### src/rtl/fence_controller.sv
// FENCE / FENCE.I sequencer: stalls fetch, drains the LSU and store buffer, and for
// FENCE.I invalidates the I-cache and flushes the pipeline to pc+4 before reporting done.
package fence_pkg;
    typedef enum logic [1:0] {
        fk_fence   = 2'd0,
        fk_fence_i = 2'd1,
        fk_invalid = 2'd2
    } fence_kind_t;
endpackage

module fence_controller
    import fence_pkg::*;
#(
    parameter int CNT_W         = 4,
    parameter int DRAIN_TIMEOUT = 1024,
    parameter int TO_W          = 16
) (
    input  logic              clk,
    input  logic              rst,
    input  logic              req_valid,
    output logic              req_ready,
    input  fence_kind_t       req_kind,
    input  logic [31:0]       req_pc,
    input  logic [CNT_W-1:0]  lsu_pending,
    input  logic              sb_empty,
    output logic              icache_inv_req,
    input  logic              icache_inv_ack,
    output logic              flush_valid,
    output logic [31:0]       flush_pc,
    output logic              stall_fetch,
    output logic              done_valid,
    output logic              done_err,
    output logic              done_illegal
);
    typedef enum logic [2:0] {IDLE, DRAIN, INV, FLUSH, DONE} state_t;

    // Counter value on the last tolerated undrained DRAIN cycle; unused when the timeout is off.
    localparam logic [TO_W-1:0] TO_LIMIT =
        (DRAIN_TIMEOUT == 0) ? '0 : TO_W'(DRAIN_TIMEOUT - 1);

    state_t          state, state_next;
    logic [TO_W-1:0] to_cnt, to_cnt_next;
    logic            is_fence_i;
    logic            accept;
    logic            drained;
    logic            kind_ok;
    logic            timeout;

    assign req_ready   = (state == IDLE) && !rst;
    assign stall_fetch = (state != IDLE);
    assign accept      = req_valid && req_ready;
    assign drained     = (lsu_pending == '0) && sb_empty;
    assign kind_ok     = (req_kind == fk_fence) || (req_kind == fk_fence_i);

    always_comb begin
        state_next  = state;
        to_cnt_next = to_cnt;
        timeout     = 1'b0;
        case (state)
            IDLE: begin
                if (accept) begin
                    to_cnt_next = '0;
                    state_next  = kind_ok ? DRAIN : DONE;
                end
            end
            DRAIN: begin
                // A drained sample wins over a timeout landing in the same cycle.
                if (drained) begin
                    state_next = is_fence_i ? INV : DONE;
                end else if (DRAIN_TIMEOUT != 0) begin
                    if (to_cnt == TO_LIMIT) begin
                        timeout    = 1'b1;
                        state_next = DONE;
                    end else begin
                        to_cnt_next = to_cnt + TO_W'(1);
                    end
                end
            end
            INV: begin
                if (icache_inv_ack) begin
                    state_next = FLUSH;
                end
            end
            FLUSH:   state_next = DONE;
            DONE:    state_next = IDLE;
            default: state_next = IDLE;
        endcase
    end

    // Outputs are registered from the next state so each is valid for the whole cycle it belongs to.
    always_ff @(posedge clk) begin
        if (rst) begin
            state          <= IDLE;
            to_cnt         <= '0;
            is_fence_i     <= 1'b0;
            icache_inv_req <= 1'b0;
            flush_valid    <= 1'b0;
            flush_pc       <= '0;
            done_valid     <= 1'b0;
            done_err       <= 1'b0;
            done_illegal   <= 1'b0;
        end else begin
            state          <= state_next;
            to_cnt         <= to_cnt_next;
            icache_inv_req <= (state_next == INV);
            flush_valid    <= (state_next == FLUSH);
            done_valid     <= (state_next == DONE);
            if (accept) begin
                is_fence_i   <= (req_kind == fk_fence_i);
                flush_pc     <= req_pc + 32'd4;
                done_err     <= 1'b0;
                done_illegal <= !kind_ok;
            end
            if (timeout) begin
                done_err <= 1'b1;
            end
        end
    end

endmodule

### config.mk
export PLATFORM = sky130hd
export DESIGN_NAME = fence_controller
export DESIGN_NICKNAME = d
export VERILOG_FILES = /design/src/rtl/fence_controller.sv
export SDC_FILE = /design/constraint.sdc
export NUM_CORES = 1
export LEC_CHECK = 0
export CAP_MARGIN = 15
export CORE_UTILIZATION = 43
export DETAILED_ROUTE_END_ITERATION = 16
export PLACE_DENSITY = 0.77
export SYNTH_ARGS = -nofsm -noshare
export SYNTH_HDL_FRONTEND = slang
export SYNTH_SLANG_ARGS = --single-unit
### constraint.sdc
create_clock -name clk -period 2.1 [get_ports clk]
set_clock_uncertainty 0.1 [all_clocks]
set_input_delay 0.315 -clock clk [delete_from_list [all_inputs] [get_ports clk]]
set_output_delay 0.315 -clock clk [all_outputs]
set_load 0.05 [all_outputs]
# ---- Word level (Yosys, flattened, before mapping)
# Index checks and enable logic that the tools add are counted.
dict set report classes {
  add_sub_neg 2
  reduce_logical 13
  eq_ne 11
  mux 16
}
# operator count
set op_table {}
lappend op_table {{16-bit two-way mux} 3}
lappend op_table {{32-bit by 3-bit adder with 32-bit output (second input constant)} 1}
lappend op_table {{16-bit one-hot mux with 2 select lines} 1}
lappend op_table {{3-bit two-way mux} 6}
lappend op_table {{16-bit by 1-bit adder with 16-bit output (second input constant)} 1}
lappend op_table {{16-bit by 10-bit == test with 1-bit output (second input constant)} 1}
lappend op_table {{3-bit by 2-bit == test with 1-bit output (second input constant)} 4}
lappend op_table {{3-bit one-hot mux with 4 select lines} 1}
lappend op_table {{2-bit inequality test (second input constant)} 3}
lappend op_table {{1-bit two-way mux} 5}
lappend op_table {{4-bit logical NOT} 1}
lappend op_table {{4-bit AND reduction} 1}
lappend op_table {{2-bit nonzero test} 2}
lappend op_table {{3-bit by 1-bit == test with 1-bit output (second input constant)} 1}
lappend op_table {{3-bit == test (second input constant)} 1}
lappend op_table {{1-bit logical AND} 3}
lappend op_table {{3-bit logical NOT} 1}
lappend op_table {{3-bit nonzero test} 1}
lappend op_table {{2-bit by 1-bit == test with 1-bit output (second input constant)} 1}
lappend op_table {{1-bit logical NOT} 2}
lappend op_table {{2-bit logical NOT} 1}
lappend op_table {{1-bit logical OR} 1}
dict set report word_totals {
  regBits 57
  output_inout_bits 39
  in_bits 43
  word_cells 51
}

# ---- Longest topological paths before layout
dict set report depth {
  ltp_word 6
  ltp_mapped 7
  ltp_nobuf 6
}

# ---- Worst setup path before layout
# OpenSTA, ideal clock, no wires.
dict set report synth_path {
  path_kind {reg-to-reg}
  start {register state[0]}
  end {register to_cnt[0]}
  n_path_buf 1
  t_arrival_ns 3.046
  required_ns 1.872
  path_stages_with_launch 6
  path_slack_ns -1.174
  setup_ns 0.128
  cell_sequence {dfxtp_1 nor4_1 nand2_1 nand2_1 clkbuf_1 nor2_1}
}
dict set report synth_between {
  elab_chain_len 5
  elab_cells_between_ends 10
}
# element line
set synth_rtl {}
lappend synth_rtl {{from (decl)} 41} ;# state_t state, state_next;
lappend synth_rtl {{from (signal assigned)} 103} ;# state <= state_next;
lappend synth_rtl {{3-bit logical NOT} 49} ;# assign req_ready = (state == IDLE) && !rst;
lappend synth_rtl {{1-bit logical AND} 49}
lappend synth_rtl {{named net req_ready} 21} ;# output logic req_ready,
lappend synth_rtl {{1-bit logical AND} 51} ;# assign accept = req_valid && req_ready;
lappend synth_rtl {{2-bit inequality test (no line)} n/a}
lappend synth_rtl {{4-bit AND reduction (no line)} n/a}
lappend synth_rtl {{to (signal assigned)} 104} ;# to_cnt <= to_cnt_next;
lappend synth_rtl {{to (decl)} 42} ;# logic [TO_W-1:0] to_cnt, to_cnt_next;
# The timed path passes the listed nets, and every way through them passes these cells.
# A chain may end at the register's enable or synchronous reset.

# ---- Final worst setup path
dict set report layout_path {
  start {input port req_pc[2]}
  end {register flush_pc[31]}
}
dict set report layout_between {
  elab_chain_len 1
}
# element line
set layout_rtl {}
lappend layout_rtl {{from (decl)} 23} ;# input logic [31:0] req_pc,
lappend layout_rtl {{32-bit by 3-bit adder with 32-bit output} 110} ;# flush_pc <= req_pc + 32'd4;
lappend layout_rtl {{to (signal assigned)} 110}
lappend layout_rtl {{to (decl)} 29} ;# output logic [31:0] flush_pc,
# Every way passes these cells.

==> results.ini <==
[logic_synthesis]
yosys_most_used_dff=dfxtp_1
ys_async_sr_fraction_pct=0
yosysWarnings=0
synth-edff-count=0
ys_ff_latch=57
syn-cell-area_um2=2784
ys_types=46
synth_nets=376
synthCells=331
yosysSeqAreaShare_pct=40.99
synth.avg_cell_area_um2=8.411

[min_path]
holdPathEnd=flush_pc[0]$_SDFFE_PP0N_
hold_path.class=reg -> reg
min_path_cells=2
min_from=flush_pc[0]$_SDFFE_PP0N_

[clock_tree]
worst_skew_pair.late_latency_ns=0.33
cts_buffer_depth=2
clkSlewWorstSetupHoldPaths_ns=0.06
root_buffer=clkbuf_8
htree_levels=3
cts_tree=done
cts_sinks=57
cts-hold-fix-buffers=0
cts_buffers=9

[sta]
rsz0062_at_grt=no
fmax_mhz=494.8
setup_viol=0
period_needed_ns=2.021
relSlewSlack_pct=63.34
worstMarginPinSlew_ns=0.5361
hold_viol=0
timing.final.crit_share_pct=96.24
finalMaxSlewViolations=0

[run_status]
status=finished clean

[route]
drt-total-wl_um=7327
dr.pass1.iters=4
detail_route.vias_per_cell=5.278
ant_nets=0
drt-initial-drc-count=112
drc=0
routedWlPerCell_um=13.67
vias=2829

[cells_and_area]
fin_cells=536
drive_above_1_share_pct=18.00
n_antenna_cell=0
syn_to_final_growth_pct=50.47
nets=501

[die]
core.rowCount=28
die-area_um2=6800
start_util_pct=45.67
chipWidth_um=82.46
die_h_um=82.46
num_io_pins=82
fp.coreArea_um2=6096

[setup_path]
reg2reg_from=to_cnt[1]$_SDFFE_PP0P_
crit_path_end_kind=register
worstPathMaxFanout=6
cp_data_required_time_ns=2.21
start_kind=primary input
critPathArrivalTime_ns=2.13
rr_worst_depth=6
ff2ff_setup_slack_ns=0.13
r2r-end=to_cnt[12]$_SDFFE_PP0P_
criticalPathCategory=in -> reg
startpoint=req_pc[2]

[power_and_ir_drop]
max-vdd-ir-drop_mv=0.3864
leakagePower_nw=1.538
power_density_nw_per_um2=627.1
finalPower_mw=2.627

[placed_design]
globalplace.congestion=0.8794
dp.final_hpwl_um=5722
portBuffers=81
placed_cells=519

[global_routing]
overflow=0
grt_max_degree=35
grt_pass1_wl_um=12360
grtUsageTotal_pct=24.20
grt_pass1_vias=2791
antenna_found_initial=0

[job]
maxCapViolations=0

[cells in the mapped netlist (2+ instances only)]
| cell type | n | area [µm²] |
|---|---|---|
| and3_1 | 4 | 25.02 |
| xnor2_1 | 27 | 236.5 |
| mux2i_1 | 2 | 20.02 |
| and2_1 | 3 | 18.77 |
| nor2_1 | 23 | 86.33 |
| ha_1 | 2 | 25.02 |
| or4_4 | 2 | 22.52 |
| clkbuf_1 | 11 | 41.29 |
| nor4_1 | 9 | 56.30 |
| o21ai_0 | 25 | 125.1 |
| buf_1 | 3 | 11.26 |
| dfxtp_1 | 57 | 1141 |
| inv_1 | 8 | 30.03 |
| nor4_2 | 2 | 25.02 |
| nand3b_1 | 3 | 22.52 |
| or3_1 | 4 | 25.02 |
| nor2b_1 | 2 | 12.51 |
| a31o_2 | 2 | 17.52 |
| nand4_1 | 12 | 75.07 |
| and4_1 | 4 | 35.03 |
| xor2_1 | 10 | 87.58 |
| nand4_2 | 2 | 25.02 |
| o21ai_1 | 5 | 25.02 |
| a21oi_1 | 7 | 35.03 |
| a31oi_1 | 2 | 12.51 |
| nor3_1 | 10 | 50.05 |
| nand3_1 | 40 | 200.2 |
| or2_2 | 4 | 25.02 |
| nand2_1 | 29 | 108.9 |
[metrics by stage]
step | area (µm²) | worst slack, ns | TNS [ns] | utilization, % | hold slack, ns
2_1_floorplan | 2799 | 0.01311 | 0 | - | 0.3112
3_3_place_gp | 4008 | -0.1962 | -2.997 | 65.74 | 0.3426
3_5_place_dp | 4008 | -0.2506 | -4.204 | 65.74 | 0.3456
4_1_cts | 4161 | 0.1031 | 0 | 68.27 | 0.3603
5_1_grt | 4189 | 0.003384 | 0 | 68.72 | 0.3833
6_report | 4189 | 0.07906 | 0 | 68.72 | 0.3576
[where the power goes]
| group | leakage (nW) | total (mW) | switching (mW) | internal [mW] |
|---|---|---|---|---|
| Sequential | 0.466 | 1.17 | 0.0316 | 1.14 |
| Clock | 0.0839 | 0.835 | 0.415 | 0.420 |
| Combinational | 0.988 | 0.623 | 0.361 | 0.262 |
| Total | 1.54 | 2.63 | 0.807 | 1.82 |
[per-layer routing]
layer	GRT usage (%)	wire length, µm	up-vias
met4	8.421	90	0
met3	7.363	496	8
li1	-	-	1437
met5	0	0	-
met2	42.89	3756	78
met1	27.30	2984	1306
[flip-flops by register name, indices dropped and copies added, names as in the netlist]
register and cells:
to_cnt 16, flush_pc 32, done_valid 1, done_err 1, state 3, is_fence_i 1, flush_valid 1, icache_inv_req 1
done_illegal 1
[how the worst max path moves through the flow]
stage,slack [ns],depth (start not counted),endpoint
final,0.08,6,flush_pc[31]$_SDFFE_PP0N_
after global routing,0.003,6,flush_pc[31]$_SDFFE_PP0N_
after CTS,0.10,6,flush_pc[31]$_SDFFE_PP0N_
after detailed placement,-0.25,6,flush_pc[31]$_SDFFE_PP0N_
after global placement,-0.20,6,flush_pc[29]$_SDFFE_PP0N_
after floorplan,0.01,5,to_cnt[0]$_SDFFE_PP0P_
[kinds of logic after synthesis]
| logic type | count (synthesis) | synth area share (%) |
|---|---|---|
| and+or+nand+nor | 159 | 31.55 |
| DFF | 57 | 40.99 |
| muxes | 2 | 0.7191 |
| buffers and inverters | 24 | 3.550 |
| AOI/OAI and AO/OA | 50 | 10.65 |
| adders and majority gates | 2 | 0.8987 |
| xor gates and xnor gates | 37 | 11.64 |
[cell usage in the layout (no fill, tap or decap), types with 7 or more instances in the layout]
master / Yosys / layout
inv_1: 8 / 8
dfxtp_1: 57 / 57
xnor2_1: 27 / 27
nor3_1: 10 / 10
o21ai_0: 25 / 25
clkbuf_8: 0 / 9
nand2_1: 29 / 28
nor2_1: 23 / 23
xor2_1: 10 / 10
nand3_1: 40 / 40
clkdlybuf4s50_1: 0 / 79
a21oi_1: 7 / 7
nand4_1: 12 / 12
buf_4: 0 / 49
[final cells by class]
class                   instances  area, µm²
clock buffers                  12      135.1
clock inverters                 4      20.02
fillers                       523       1907
inverters                       8      30.03
multi-input cells             250       1582
flip-flops and latches         57       1141
well taps                      75      93.84
repair buffers                130       1187
[worst max-delay path: stages]
cell and delay [ns]:
clkdlybuf4s50_1 0.55, nand2_1 0.13, or4_4 0.55, nor4_1 0.34, xnor2_1 0.16, o21ai_1 0.08
[what timing repair did]
item                       in CTS  in global routing
gates resized for setup         1                  3
setup endpoints to repair       1                  3
gates cloned                    0                  0
pin swaps                       0                  1
setup buffers                   0                  1
No activity file was read; power rests on OpenSTA's default activity.
